**src/rtl/bkg_scroll_reader.sv**
```systemverilog
// -----------------------------------------------------------------------------
// bkg_scroll_reader
//    Reads a vertically scrollable background image out of an external
//    synchronous RAM and returns one RGB pixel per sampled pixel tick.
//
//    Ports
//       Clk, Reset          : system clock, synchronous active-high reset
//       pixel_en            : pixel tick; DrawX/DrawY/display_active sampled
//       DrawX, DrawY        : screen column (0..639) / row (0..479)
//       display_active      : 1 inside the visible area
//       frame_start         : one-Clk pulse at the start of vertical blank
//       scroll_valid/amt    : scroll request (texel rows) offered
//       scroll_ready        : request can be accepted (FSM in IDLE)
//       read_address        : background RAM read address (row*IMG_W + col)
//       ram_data            : RAM read data, valid one Clk after the address
//       Red, Green, Blue    : pixel colour, forced to 0 outside display
//       pix_valid           : RGB belongs to a sample taken 3 Clk earlier
// -----------------------------------------------------------------------------
module bkg_scroll_reader #(
   parameter int unsigned IMG_W = 160,
   parameter int unsigned IMG_H = 160
) (
   input  logic        Clk,
   input  logic        Reset,
   input  logic        pixel_en,
   input  logic [9:0]  DrawX,
   input  logic [9:0]  DrawY,
   input  logic        display_active,
   input  logic        frame_start,
   input  logic        scroll_valid,
   input  logic [7:0]  scroll_amt,
   output logic        scroll_ready,
   output logic [14:0] read_address,
   input  logic [23:0] ram_data,
   output logic [7:0]  Red,
   output logic [7:0]  Green,
   output logic [7:0]  Blue,
   output logic        pix_valid
);

   typedef enum logic {
      S_IDLE,
      S_PENDING
   } state_t;

   localparam logic [9:0]  H10    = 10'(IMG_H);
   localparam logic [7:0]  AMT_MX = 8'(IMG_H - 1);
   localparam logic [14:0] W15    = 15'(IMG_W);

   state_t      state_q, state_d;
   logic [7:0]  offset_q, offset_d;
   logic [7:0]  pending_q, pending_d;

   logic [14:0] addr_q, addr_d;
   logic        v1_q, act1_q, v2_q, act2_q, pv_q;
   logic [7:0]  red_q, green_q, blue_q;

   logic [9:0]  row_sum, row_s1, row_s2;
   logic [9:0]  off_sum;

   // Low address bits of DrawX and DrawY[0] select within a texel only.
   logic        unused_bits;
   assign unused_bits = ^{DrawX[1:0], DrawY[0]};

   // ---------------- scroll FSM ----------------
   always_comb begin
      state_d      = state_q;
      offset_d     = offset_q;
      pending_d    = pending_q;
      scroll_ready = (state_q == S_IDLE);
      off_sum      = {2'b00, offset_q} + H10 - {2'b00, pending_q};
      if (off_sum >= H10) begin
         off_sum = off_sum - H10;
      end
      unique case (state_q)
         S_IDLE: begin
            // A frame_start arriving together with the request is not used
            // to apply it; the request waits for the following frame_start.
            if (scroll_valid) begin
               pending_d = (scroll_amt > AMT_MX) ? AMT_MX : scroll_amt;
               state_d   = S_PENDING;
            end
         end
         S_PENDING: begin
            if (frame_start) begin
               offset_d = off_sum[7:0];
               state_d  = S_IDLE;
            end
         end
         default: state_d = S_IDLE;
      endcase
   end

   always_ff @(posedge Clk) begin
      if (Reset) begin
         state_q   <= S_IDLE;
         offset_q  <= '0;
         pending_q <= '0;
      end else begin
         state_q   <= state_d;
         offset_q  <= offset_d;
         pending_q <= pending_d;
      end
   end

   // ---------------- address generation ----------------
   // Sum is at most 239+159 = 398, so two conditional subtractions of IMG_H
   // bring it into range without a divider.
   always_comb begin
      row_sum = {1'b0, DrawY[9:1]} + {2'b00, offset_q};
      row_s1  = (row_sum >= H10) ? (row_sum - H10) : row_sum;
      row_s2  = (row_s1  >= H10) ? (row_s1  - H10) : row_s1;
      addr_d  = 15'(row_s2) * W15 + {7'd0, DrawX[9:2]};
   end

   // ---------------- pixel pipeline ----------------
   // Stage 1: address registered; stage 2: RAM drives ram_data;
   // stage 3: colour registered alongside pix_valid.
   always_ff @(posedge Clk) begin
      if (Reset) begin
         addr_q  <= '0;
         v1_q    <= 1'b0;
         act1_q  <= 1'b0;
         v2_q    <= 1'b0;
         act2_q  <= 1'b0;
         pv_q    <= 1'b0;
         red_q   <= '0;
         green_q <= '0;
         blue_q  <= '0;
      end else begin
         if (pixel_en) begin
            addr_q <= addr_d;
         end
         v1_q   <= pixel_en;
         act1_q <= pixel_en & display_active;
         v2_q   <= v1_q;
         act2_q <= act1_q;
         pv_q   <= v2_q;
         if (v2_q) begin
            red_q   <= act2_q ? ram_data[23:16] : '0;
            green_q <= act2_q ? ram_data[15:8]  : '0;
            blue_q  <= act2_q ? ram_data[7:0]   : '0;
         end
      end
   end

   assign read_address = addr_q;
   assign pix_valid    = pv_q;
   assign Red          = red_q;
   assign Green        = green_q;
   assign Blue         = blue_q;

endmodule

```
**config.mk**
```make
export PLATFORM = sky130hd
export DESIGN_NAME = bkg_scroll_reader
export DESIGN_NICKNAME = d
export VERILOG_FILES = /design/src/rtl/bkg_scroll_reader.sv
export SDC_FILE = /design/constraint.sdc
export NUM_CORES = 1
export LEC_CHECK = 0
export CAP_MARGIN = 25
export CORE_MARGIN = 4
export CORE_UTILIZATION = 54
export CTS_CLUSTER_DIAMETER = 50
export DETAILED_ROUTE_END_ITERATION = 10
export PLACE_DENSITY = 0.84
export SYNTH_ARGS = -nofsm -noshare
export SYNTH_HDL_FRONTEND = slang
export SYNTH_SLANG_ARGS = --single-unit
```
**constraint.sdc**
```tcl
create_clock -name Clk -period 11.76 [get_ports Clk]
set_input_delay 2.352 -clock Clk [delete_from_list [all_inputs] [get_ports Clk]]
set_output_delay 2.352 -clock Clk [all_outputs]
set_load 0.01 [all_outputs]
```
==> metrics <==
drt first pass iters 4; CP max FO 6; normalized max-slew margin 32.02%; CTS root buffer clkbuf_8; Top Ports 99; TritonCTS clock tree yes; 1st-iter DRT viols 148; DPL Wire Length 7499 um; Slew @ Worst Pin 1.017 ns; FMAX 131.2 MHz; status complete, no violations; CTS resizes 0; final std cells w/o fill 652; Setup WS pre-CTS 3.809 ns; yosys warns 0; power per cell area 152.0 nW/um^2; initial antenna violation count 0; Die Ht 93.28 um; syn avg cell area 8.520 sq um; Post-CTS Hold Buffers 0; DR vias/cell 5.406; RSZ-0062 raised after global routing false; Mapped Nets 565; n_diodes 0; largest net degree at the start of global routing 63; Seq/Total Area, Yosys 31.09%; number of synthesized flops with an enable pin 0; Tmin final 7.619 ns; type of origin of the critical path input port; setup TNS 0 ns; Initial Util 56.56%; input/output buffers 95; Final nets 655; H-tree levels 3; Cell Area, Synth 3928 sq um; top cells by area, synth dfxtp_1 31%, ha_1 13%, nor2_1 5.8%, a21oi_1 5.2%, nor2b_1 4.9%; gpl congestion 0.8347; dpl cells 636; clk slew on worst S/H paths 0.07 ns; CTS Buf Count 9; Area growth, synth to finish 30.71%; total number of vias 3525; Synth area leader dfxtp_1; Die W 93.28 um; Final Hold Viols 0; Netlist cell types 58; Core ar. 6944 sq um; Hold Slack 0.4372 ns; postcts setup bufs 0; peak supply drop 0.06888 mV; Worst Path Required 12.04 ns; crit end category flop; slack of the critical path 4.141 ns; kind of critical path input port to flop; max-slew violations 0; global-route wire length before repair 15230 um; Tot Pwr 0.0007804 W; Gate Count Post-Synth 461; Top FF cell, synth dfxtp_1; final WL 9636 um; Hold Crit Class flop to flop; Yosys reg bits 61; vias in the first global route 3395; final worst path period share 64.79%; post-route antenna net violation count 0; global route total overflow 0; GR Util All Layers 21.79%; CTS sink count 61; Final Skew 0.01439 ns; later-pin clock latency in the skew report 0.34 ns; Synth top area share 31.09%; WL per Instance 14.78 um; Die Area 8701 sq um; num rows 30; clk buf depth 2; Leak 2.108 nW; max cap viols 0; detailed-route DRC error count 0; Arrival @ worst endpoint 7.90 ns; Setup Viol. Count Final 0; share of layout cells above drive strength 1 5.036%; ys async rst share 0%
placed cells by master (no fill, tap or decap), types with 3 or more instances in the layout:
cell type,netlist,routed
a211oi_1,16,16
a21o_1,6,6
a21oi_1,41,41
a31oi_1,4,4
and2_1,5,5
clkbuf_8,0,9
clkdlybuf4s50_1,0,94
clkinvlp_4,0,4
dfxtp_1,61,61
fa_1,4,4
ha_1,42,42
inv_1,24,24
mux2i_1,12,12
nand2_1,19,19
nand2b_1,5,5
nand3_1,5,5
nor2_1,61,61
nor2b_1,31,31
nor3_1,8,8
nor3b_1,6,6
o21a_1,4,4
o21ai_0,14,14
o21ai_1,4,4
o21bai_1,5,5
o22ai_1,3,3
or3_1,3,3
xnor2_1,16,16
xor2_1,7,7
through the flow:
step	util, %	cell area, sq um
after CTS	73.93	5134
final	73.93	5134
after floorplan	-	3928
after global routing	73.93	5134
after detailed placement	71.08	4936
after global placement	71.08	4936
layer usage:
| metal | wire length (um) | part of all wire, % | track usage, % |
|---|---|---|---|
| met1 | 4095 | 42 | 25.00 |
| met2 | 4841 | 50 | 39.01 |
| met3 | 409 | 4.2 | 4.586 |
| met4 | 290 | 3.0 | 8.913 |
| met5 | 0 | 0 | 0 |
critical path, stage by stage:
cell             delay (ns)
clkdlybuf4s50_1        0.43
ha_1                   0.25
fa_1                   0.42
a211oi_2               0.30
or3b_1                 0.16
nand3_1                0.11
inv_1                  0.09
ha_1                   0.13
or4b_1                 0.45
nor3_1                 0.26
o21ai_1                0.10
nand3_1                0.16
mux2i_1                0.12
ha_1                   0.29
or3_1                  0.38
and3_1                 0.17
ha_1                   0.29
ha_1                   0.35
a21oi_1                0.18
xor2_1                 0.11
nor3_1                 0.26
xor2_1                 0.15
a2111o_1               0.30
nand3_1                0.06
Yosys cell counts (2+ instances only):
cell      instances
nor2_1           61
dfxtp_1          61
xor2_1            7
o21ai_0          14
inv_1            24
and2_1            5
o21a_1            4
o21bai_1          5
nand3b_1          2
ha_1             42
o22ai_1           3
a21oi_1          41
xnor2_1          16
o211a_1           2
nand2_1          19
clkbuf_1         15
a221oi_1          2
nor3_1            8
nand4_1           2
nand2b_1          5
o21ai_1           4
a21boi_0          2
or2_2             2
mux2i_1          12
or3_1             3
a211oi_1         16
a31oi_1           4
fa_1              4
nand4b_1          2
nand3_1           5
nor3b_1           6
a21o_1            6
and3_1            2
nor2b_1          31
flip-flops by register name, indices dropped and copies added (netlist names), 8 cells and up:
signal and count:
read_address 15, Blue 8, Green 8, Red 8, offset_q 8, pending_q 8
where the power goes:
group	internal, W	switching [W]	total [W]
sequential	0.000224	0.00000968	0.000234
combinational	0.000176	0.000186	0.000362
clock	0.0000980	0.0000864	0.000184
kinds of logic (layout without fill, tap and decap cells):
group,count (synthesis),in the layout,synth area share [%]
xor+xnor,24,24,5.830
mux,13,13,3.345
simple gates,159,159,20.61
flops,61,61,31.09
buf+inv,41,136,3.950
fa+ha+maj,46,46,15.42
compound gates,117,117,19.75
area by class of cell:
type	instances	area, sq um
Multi-Input combinational cell	359	2551
Fill cell	515	1810
Inverter	24	90.09
Clock inverter	7	73.82
Tap cell	96	120.1
Clock buffer	9	123.9
Timing Repair Buffer	96	953.4
Sequential cell	61	1221
final timing paths:
| path | start | end | slack (ns) | depth (start not counted) |
|---|---|---|---|---|
| max reg2reg | offset_q[0] | read_address[14] | 6.29 | 23 |
| min | act1_q | act2_q | 0.44 | 1 |
| max | DrawY[1] | read_address[14] | 4.14 | 24 |
| min reg2reg | act1_q | act2_q | 0.44 | 1 |
No activity file was read; power rests on OpenSTA's default activity.
